$ cat src/rtl/sync_fifo_if.sv
// Producer/consumer handshake bundle for sync_fifo (write side, read side, status).
// Pure wiring: no state, no latency of its own.
// FIFO_ERR_FLAGS_EN adds the overflow/underflow status signals.
interface sync_fifo_if #(
    parameter int DATA_WIDTH = 8
);
    logic                  wr_en;
    logic                  rd_en;
    logic [DATA_WIDTH-1:0] din;
    logic [DATA_WIDTH-1:0] dout;
    logic                  full;
    logic                  empty;
`ifdef FIFO_ERR_FLAGS_EN
    logic                  overflow;
    logic                  underflow;
`endif

    // User side: issues requests and watches status.
    modport master (
        output wr_en,
        output rd_en,
        output din,
        input  dout,
        input  full,
`ifdef FIFO_ERR_FLAGS_EN
        input  overflow,
        input  underflow,
`endif
        input  empty
    );

    // FIFO side: accepts requests and drives status.
    modport slave (
        input  wr_en,
        input  rd_en,
        input  din,
        output dout,
        output full,
`ifdef FIFO_ERR_FLAGS_EN
        output overflow,
        output underflow,
`endif
        output empty
    );
endinterface

$ cat src/rtl/sync_fifo.sv
// Purpose: single-clock FIFO, DATA_WIDTH x DEPTH (any DEPTH >= 2); optional FIFO_ERR_FLAGS_EN adds overflow/underflow pulses.
// Latency: a write is readable on the next edge; dout is registered and valid right after the edge that accepts the read.
// Backpressure: writes while full are dropped unless a read is accepted on the same edge; reads while empty are ignored.
module sync_fifo #(
    parameter int DATA_WIDTH = 8,
    parameter int DEPTH      = 16
) (
    input  logic          clk,
    input  logic          rst_,
    sync_fifo_if.slave    fifo
);
    localparam int PW = $clog2(DEPTH);
    localparam int CW = $clog2(DEPTH + 1);

    logic [DATA_WIDTH-1:0] mem [DEPTH];

    logic [PW-1:0]         wptr_q, wptr_d;
    logic [PW-1:0]         rptr_q, rptr_d;
    logic [CW-1:0]         count_q, count_d;
    logic [DATA_WIDTH-1:0] dout_q, dout_d;

    logic full_w;
    logic empty_w;
    logic rd_ok;
    logic wr_ok;

    // Status is decoded from the registered count only, so no input-to-flag path.
    assign full_w  = (count_q == CW'(DEPTH));
    assign empty_w = (count_q == '0);

    // A full FIFO still takes a write when a read frees a slot on the same edge.
    assign rd_ok = fifo.rd_en && !empty_w;
    assign wr_ok = fifo.wr_en && (!full_w || rd_ok);

    // Next-state for pointers, occupancy and read data.
    always_comb begin
        wptr_d  = wptr_q;
        rptr_d  = rptr_q;
        count_d = count_q;
        dout_d  = dout_q;
        if (wr_ok) begin
            wptr_d = (wptr_q == PW'(DEPTH - 1)) ? '0 : wptr_q + PW'(1);
        end
        if (rd_ok) begin
            rptr_d = (rptr_q == PW'(DEPTH - 1)) ? '0 : rptr_q + PW'(1);
            dout_d = mem[rptr_q];
        end
        if (wr_ok && !rd_ok) begin
            count_d = count_q + CW'(1);
        end else if (rd_ok && !wr_ok) begin
            count_d = count_q - CW'(1);
        end
    end

    // Control state register; reset wins over any request on the same edge.
    always_ff @(posedge clk) begin
        if (rst_) begin
            wptr_q  <= '0;
            rptr_q  <= '0;
            count_q <= '0;
            dout_q  <= '0;
        end else begin
            wptr_q  <= wptr_d;
            rptr_q  <= rptr_d;
            count_q <= count_d;
            dout_q  <= dout_d;
        end
    end

    // Storage array has no reset; writes are suppressed on a reset edge.
    always_ff @(posedge clk) begin
        if (!rst_ && wr_ok) begin
            mem[wptr_q] <= fifo.din;
        end
    end

    assign fifo.dout  = dout_q;
    assign fifo.full  = full_w;
    assign fifo.empty = empty_w;

`ifdef FIFO_ERR_FLAGS_EN
    logic overflow_q;
    logic underflow_q;

    // One-cycle pulses flagging a request that was dropped on the previous edge.
    always_ff @(posedge clk) begin
        if (rst_) begin
            overflow_q  <= 1'b0;
            underflow_q <= 1'b0;
        end else begin
            overflow_q  <= fifo.wr_en && !wr_ok;
            underflow_q <= fifo.rd_en && !rd_ok;
        end
    end

    assign fifo.overflow  = overflow_q;
    assign fifo.underflow = underflow_q;
`endif
endmodule

$ cat src/flat_wrapper.sv
// flat-port wrapper written by rule: the top's interface ports become plain ports
module sync_fifo_flat 
#(
    parameter int DATA_WIDTH = 8,
    parameter int DEPTH      = 16
)
  (clk, rst_, fifo_wr_en, fifo_rd_en, fifo_din, fifo_dout, fifo_full, fifo_empty);
  sync_fifo_if #(.DATA_WIDTH(DATA_WIDTH)) fifo_i ();
  input  logic clk;
  input  logic rst_;
  input wire logic [$bits(fifo_i.wr_en)-1:0] fifo_wr_en;
  input wire logic [$bits(fifo_i.rd_en)-1:0] fifo_rd_en;
  input wire logic [$bits(fifo_i.din)-1:0] fifo_din;
  output wire logic [$bits(fifo_i.dout)-1:0] fifo_dout;
  output wire logic [$bits(fifo_i.full)-1:0] fifo_full;
  output wire logic [$bits(fifo_i.empty)-1:0] fifo_empty;
  assign fifo_i.wr_en = fifo_wr_en;
  assign fifo_i.rd_en = fifo_rd_en;
  assign fifo_i.din = fifo_din;
  assign fifo_dout = fifo_i.dout;
  assign fifo_full = fifo_i.full;
  assign fifo_empty = fifo_i.empty;
  sync_fifo #(.DATA_WIDTH(DATA_WIDTH), .DEPTH(DEPTH)) u_core (.clk(clk), .rst_(rst_), .fifo(fifo_i));
endmodule
$ cat config.mk
export PLATFORM = sky130hd
export DESIGN_NAME = sync_fifo_flat
export DESIGN_NICKNAME = d
export VERILOG_FILES = /design/src/rtl/sync_fifo_if.sv /design/src/rtl/sync_fifo.sv /design/src/flat_wrapper.sv
export SDC_FILE = /design/constraint.sdc
export NUM_CORES = 1
export LEC_CHECK = 0
export ABC_CLOCK_PERIOD_IN_PS = 4310
export CORE_MARGIN = 4
export CORE_UTILIZATION = 60
export DETAILED_ROUTE_END_ITERATION = 10
export GPL_TIMING_DRIVEN = 0
export PLACE_DENSITY = 0.81
export SYNTH_ARGS = -nofsm -noshare
export SYNTH_HDL_FRONTEND = slang
export SYNTH_SLANG_ARGS = --single-unit
export TNS_END_PERCENT = 100
$ cat constraint.sdc
create_clock -name clk -period 4.31 [get_ports clk]
set_input_delay 1.293 -clock clk [delete_from_list [all_inputs] [get_ports clk]]
set_output_delay 1.293 -clock clk [all_outputs]
set_load 0.05 [all_outputs]
==> results_tabular.tex, run 1 <==
\begin{tabular}{lr}
\hline
Metric & Value \\
\hline
\multicolumn{2}{l}{\textbf{Status}} \\
Status & finished, final reports clean \\
\multicolumn{2}{l}{\textbf{Global route}} \\
Number of global-route vias before repair & 3249 \\
Global-route wire length before repair & 18840 um \\
Sum of overflow across all layers after global routing & 0 \\
Gr usage total & 0.2276 \\
Initial antenna violation count & 0 \\
Maximum number of pins on one net before global-route repair & 17 \\
\multicolumn{2}{l}{\textbf{CTS}} \\
Setup bufs post-CTS & 0 \\
CTS tree & built \\
Num CTS Buffers & 17 \\
Clock Path Buffers & 2 \\
Insertion delay of the later-clocked pin in the worst-skew pair & 0.53 ns \\
CTS Root Cell & sky130\_fd\_sc\_hd\_\_clkbuf\_8 \\
Post-cts repair resize count & 0 \\
Count of hold-fix buffers inserted at cts & 0 \\
Sink Count & 149 \\
Clk slew on worst S/H paths & 0.06 ns \\
Maximum level of the CTS H-tree & 4 \\
\multicolumn{2}{l}{\textbf{Setup path}} \\
Endpoint class of the critical path & output port \\
Type of the setup path with the least slack & reg2out \\
Crit path buf inv count & 2 \\
Worst reg2reg path depth & 11 \\
Data arrival time of the critical path & 2.51 ns \\
Setup slack of the worst register-to-register path & 1.06 ns \\
Critical Path Max Stage Delay & 0.81 ns \\
Slowest CP cell & sky130\_fd\_sc\_hd\_\_clkdlybuf4s50\_1 \\
Launch point of the critical path & u\_core.count\_q[0] \\
Biggest fanout along the worst timing path & 6 \\
Reg2Reg Capture Point & u\_core.count\_q[4] \\
Critical path's top delay family & buffers and inverters \\
Number of cells on the critical path & 4 \\
Beginning of the worst register-to-register path & u\_core.count\_q[0] \\
Setup crit end & fifo\_full \\
Cells traversed along the worst timing path & or4\_4 > buf\_6 > nor2\_1 > clkdlybuf4s50\_1 \\
Kind of launch point of the worst setup path & register \\
Data required time of the worst path & 3.02 ns \\
\multicolumn{2}{l}{\textbf{Power and ir drop}} \\
Worst-case vdd ir drop & 0.3775 mV \\
Switching Share & 0.2693 \\
Internal power contribution & 2.823 mW \\
Net Sw Power & 1.040 mW \\
Leakage & 2.237 nW \\
Combinational cell fraction of total power & 0.204 \\
Pwr per Cell Area & 550.3 nW/um\^{}2 \\
Total power of the final layout & 3.863 mW \\
Power share of the clock group & 0.363 \\
Part of the total power dissipated in sequential elements & 0.432 \\
\multicolumn{2}{l}{\textbf{Timing}} \\
Min Clock Period, post-route & 3.800 ns \\
Number of endpoints with negative hold slack in the final report & 0 \\
Highest clock rate & 263.2 MHz \\
Setup violation total in the final timing report & 0 \\
Setup Total Neg Slack & 0 ns \\
RSZ-0062 raised after global routing & no \\
Number of max-slew violations in the final report & 0 \\
WHS & 0.5194 ns \\
Final period utilization & 0.8816 \\
Worst-case clock skew & 0.006728 ns \\
Tightest slew margin relative to the limit & 0.2974 \\
Worst-Margin Slew & 1.050 ns \\
\multicolumn{2}{l}{\textbf{Worst hold path}} \\
HP Start & u\_core.wptr\_q[0] \\
Type of the tightest min-delay check & reg2reg \\
\multicolumn{2}{l}{\textbf{Synth}} \\
Synth cell count leaders & 128 x sky130\_fd\_sc\_hd\_\_edfxtp\_1, 32 x sky130\_fd\_sc\_hd\_\_mux4\_2, 28 x sky130\_fd\_sc\_hd\_\_nor2\_1, 21 x sky130\_fd\_sc\_hd\_\_dfxtp\_1, 19 x sky130\_fd\_sc\_hd\_\_mux2i\_1 \\
Cell variety after synth & 41 \\
Dominant cells by area after synthesis & sky130\_fd\_sc\_hd\_\_edfxtp\_1 63\%, sky130\_fd\_sc\_hd\_\_mux4\_2 12\%, sky130\_fd\_sc\_hd\_\_dfxtp\_1 6.9\% \\
Number of enable flip-flop cells after synthesis & 128 \\
Number of nets produced by synthesis & 350 \\
Number of synthesized register bits & 149 \\
Count of mapped cells out of synthesis & 328 \\
Most frequently used flop master after synthesis & sky130\_fd\_sc\_hd\_\_edfxtp\_1 \\
Proportion of register bits with asynchronous set or reset after synthesis & 0 \\
Netlist area before placement & 6085 um\^{}2 \\
Sequential-to-total area share from yosys stat & 0.7008 \\
Area share of the largest cell type after synthesis & 0.6317 \\
Post-synthesis average cell area & 18.55 um\^{}2 \\
Synth warn & 0 \\
Leading area contributor after synthesis & sky130\_fd\_sc\_hd\_\_edfxtp\_1 \\
Most frequently used cell type in the post-synthesis netlist & sky130\_fd\_sc\_hd\_\_edfxtp\_1 \\
\multicolumn{2}{l}{\textbf{Route}} \\
Number of iterations in the first detailed-routing pass & 5 \\
Post-DR wirelength/cell & 23.67 um \\
DRC violation count after routing & 0 \\
Detail Route Antenna Nets & 0 \\
Post-Route WL & 12140 um \\
Vias after detailed routing & 3144 \\
Initial detailed-routing violation count & 293 \\
Detailed-route vias per instance & 6.129 \\
\multicolumn{2}{l}{\textbf{Floorplanning}} \\
Die outline area & 11820 um\^{}2 \\
Vert. Die Dim & 108.7 um \\
Die W & 108.7 um \\
Rows & 36 \\
Starting density of the core & 0.6196 \\
Core Box Area & 9819 um\^{}2 \\
I/O pin count & 22 \\
\multicolumn{2}{l}{\textbf{Final layout}} \\
Area Overhead vs Synth & 15.38\% \\
Final Util & 0.7150 \\
Antenna Cells & 0 \\
Fillers & 630 \\
Fraction of layout cells with a size suffix above 1 & 0.2316 \\
Net count, final & 390 \\
Post-Layout Inst Area & 7020 um\^{}2 \\
\multicolumn{2}{l}{\textbf{Place}} \\
Final weighted congestion in routability-driven placement & 0.8284 \\
Placed instance area & 6461 um\^{}2 \\
Hpwl dp & 7579 um \\
Quantity of I/O buffers inserted on ports & 21 \\
\multicolumn{2}{l}{\textbf{Flow run}} \\
Max-cap violations & 0 \\
\hline
\end{tabular}
-- through the flow --
step / std cells / worst slack, ns
6_report: 513 / 0.5102
5_1_grt: 513 / 0.4317
4_1_cts: 513 / 0.4835
3_5_place_dp: 482 / 0.1911
3_3_place_gp: 482 / 0.2424
2_1_floorplan: 328 / 1.053
-- cell type report --
| class | instances | area (um^2) | area share |
|---|---|---|---|
| clock inverters | 12 | 137.6 | 0.01960 |
| repair buffers | 21 | 210.2 | 0.02994 |
| multi-input cells | 154 | 1690 | 0.2408 |
| clock buffers | 19 | 421.7 | 0.06006 |
| inverters | 7 | 26.28 | 0.003743 |
| flip-flops and latches | 149 | 4264 | 0.6074 |
| plain buffers | 18 | 103.9 | 0.01479 |
| well taps | 133 | 166.4 | 0.02370 |
-- power groups by stage --
stage                     clock (mW)  sequential [mW]  combinational (mW)
after detailed placement           0             1.70               0.785
after global routing            1.49             1.68               0.848
final                           1.40             1.67               0.790
after global placement             0             1.69               0.764
after floorplan                    0             1.77               0.504
after CTS                       1.41             1.67               0.795
-- worst reg2reg max path, cell delays in order (launching register included) --
cell and delay, ns:
sky130_fd_sc_hd__dfxtp_1 0.36, sky130_fd_sc_hd__or4_4 0.56, sky130_fd_sc_hd__buf_6 0.16, sky130_fd_sc_hd__o21ai_4 0.20, sky130_fd_sc_hd__buf_4 0.22, sky130_fd_sc_hd__ha_1 0.18
sky130_fd_sc_hd__inv_1 0.11, sky130_fd_sc_hd__fa_1 0.41, sky130_fd_sc_hd__a21o_1 0.17, sky130_fd_sc_hd__a21oi_1 0.17, sky130_fd_sc_hd__mux2i_1 0.26, sky130_fd_sc_hd__mux2_2 0.35
-- flip-flops by register name (all words and copies together), names as in the netlist --
signal,flops
u_core.count_q,5
u_core.fifo.dout,8
u_core.mem,128
u_core.rptr_q,4
u_core.wptr_q,4
-- metal layers --
layer  GRT usage  vias up  share of wire
met3     0.07934       18          0.068
met5           0        -              0
met2      0.3698      135           0.51
met4     0.04779        0         0.0094
li1            -     1386              -
met1      0.3023     1605           0.41
-- logic make-up after synthesis --
group,count (synthesis),share of synthesized area
AO/OA/AOI/OAI,30,0.04771
XOR/XNOR,4,0.005759
adder cells (fa/ha/maj),10,0.02180
buffers and inverters,25,0.02139
flip-flops,149,0.7008
multiplexers,52,0.1516
AND/OR/NAND/NOR,58,0.05100
-- worst min path at each step --
stage / endpoint / depth (start not counted)
2_1_floorplan: u_core.rptr_q[3] / 2
3_3_place_gp: u_core.count_q[3] / 2
3_5_place_dp: u_core.fifo.dout[5] / 2
4_1_cts: u_core.wptr_q[0] / 2
5_1_grt: u_core.wptr_q[0] / 2
6_report: u_core.wptr_q[0] / 2
-- cells in the final DEF (no fill, tap or decap), types with 5 or more instances in the layout --
cell                              synthesis  layout
sky130_fd_sc_hd__mux4_2                  32      32
sky130_fd_sc_hd__edfxtp_1               128     128
sky130_fd_sc_hd__clkdlybuf4s50_1          0      21
sky130_fd_sc_hd__clkbuf_16                0      16
sky130_fd_sc_hd__buf_2                    5       5
sky130_fd_sc_hd__a21oi_1                 10      10
sky130_fd_sc_hd__inv_1                    6       6
sky130_fd_sc_hd__clkbuf_1                 7       9
sky130_fd_sc_hd__nand3b_1                 9       9
sky130_fd_sc_hd__ha_1                     9       9
sky130_fd_sc_hd__mux2i_1                 19      19
sky130_fd_sc_hd__o221ai_2                 8       8
sky130_fd_sc_hd__dfxtp_1                 21      21
sky130_fd_sc_hd__nor2_1                  28      28
No activity file was read; power rests on OpenSTA's default activity.
==> run 2: changes to the inputs <==
--- a/config.mk
+++ b/config.mk
@@ -11,6 +11,7 @@
 export DETAILED_ROUTE_END_ITERATION = 10
 export GPL_TIMING_DRIVEN = 0
 export PLACE_DENSITY = 0.81
+export SLEW_MARGIN = 20
 export SYNTH_ARGS = -nofsm -noshare
 export SYNTH_HDL_FRONTEND = slang
 export SYNTH_SLANG_ARGS = --single-unit
==> results of run 2 <==
Final layout, timing and power as in run 1 (identical DEF).
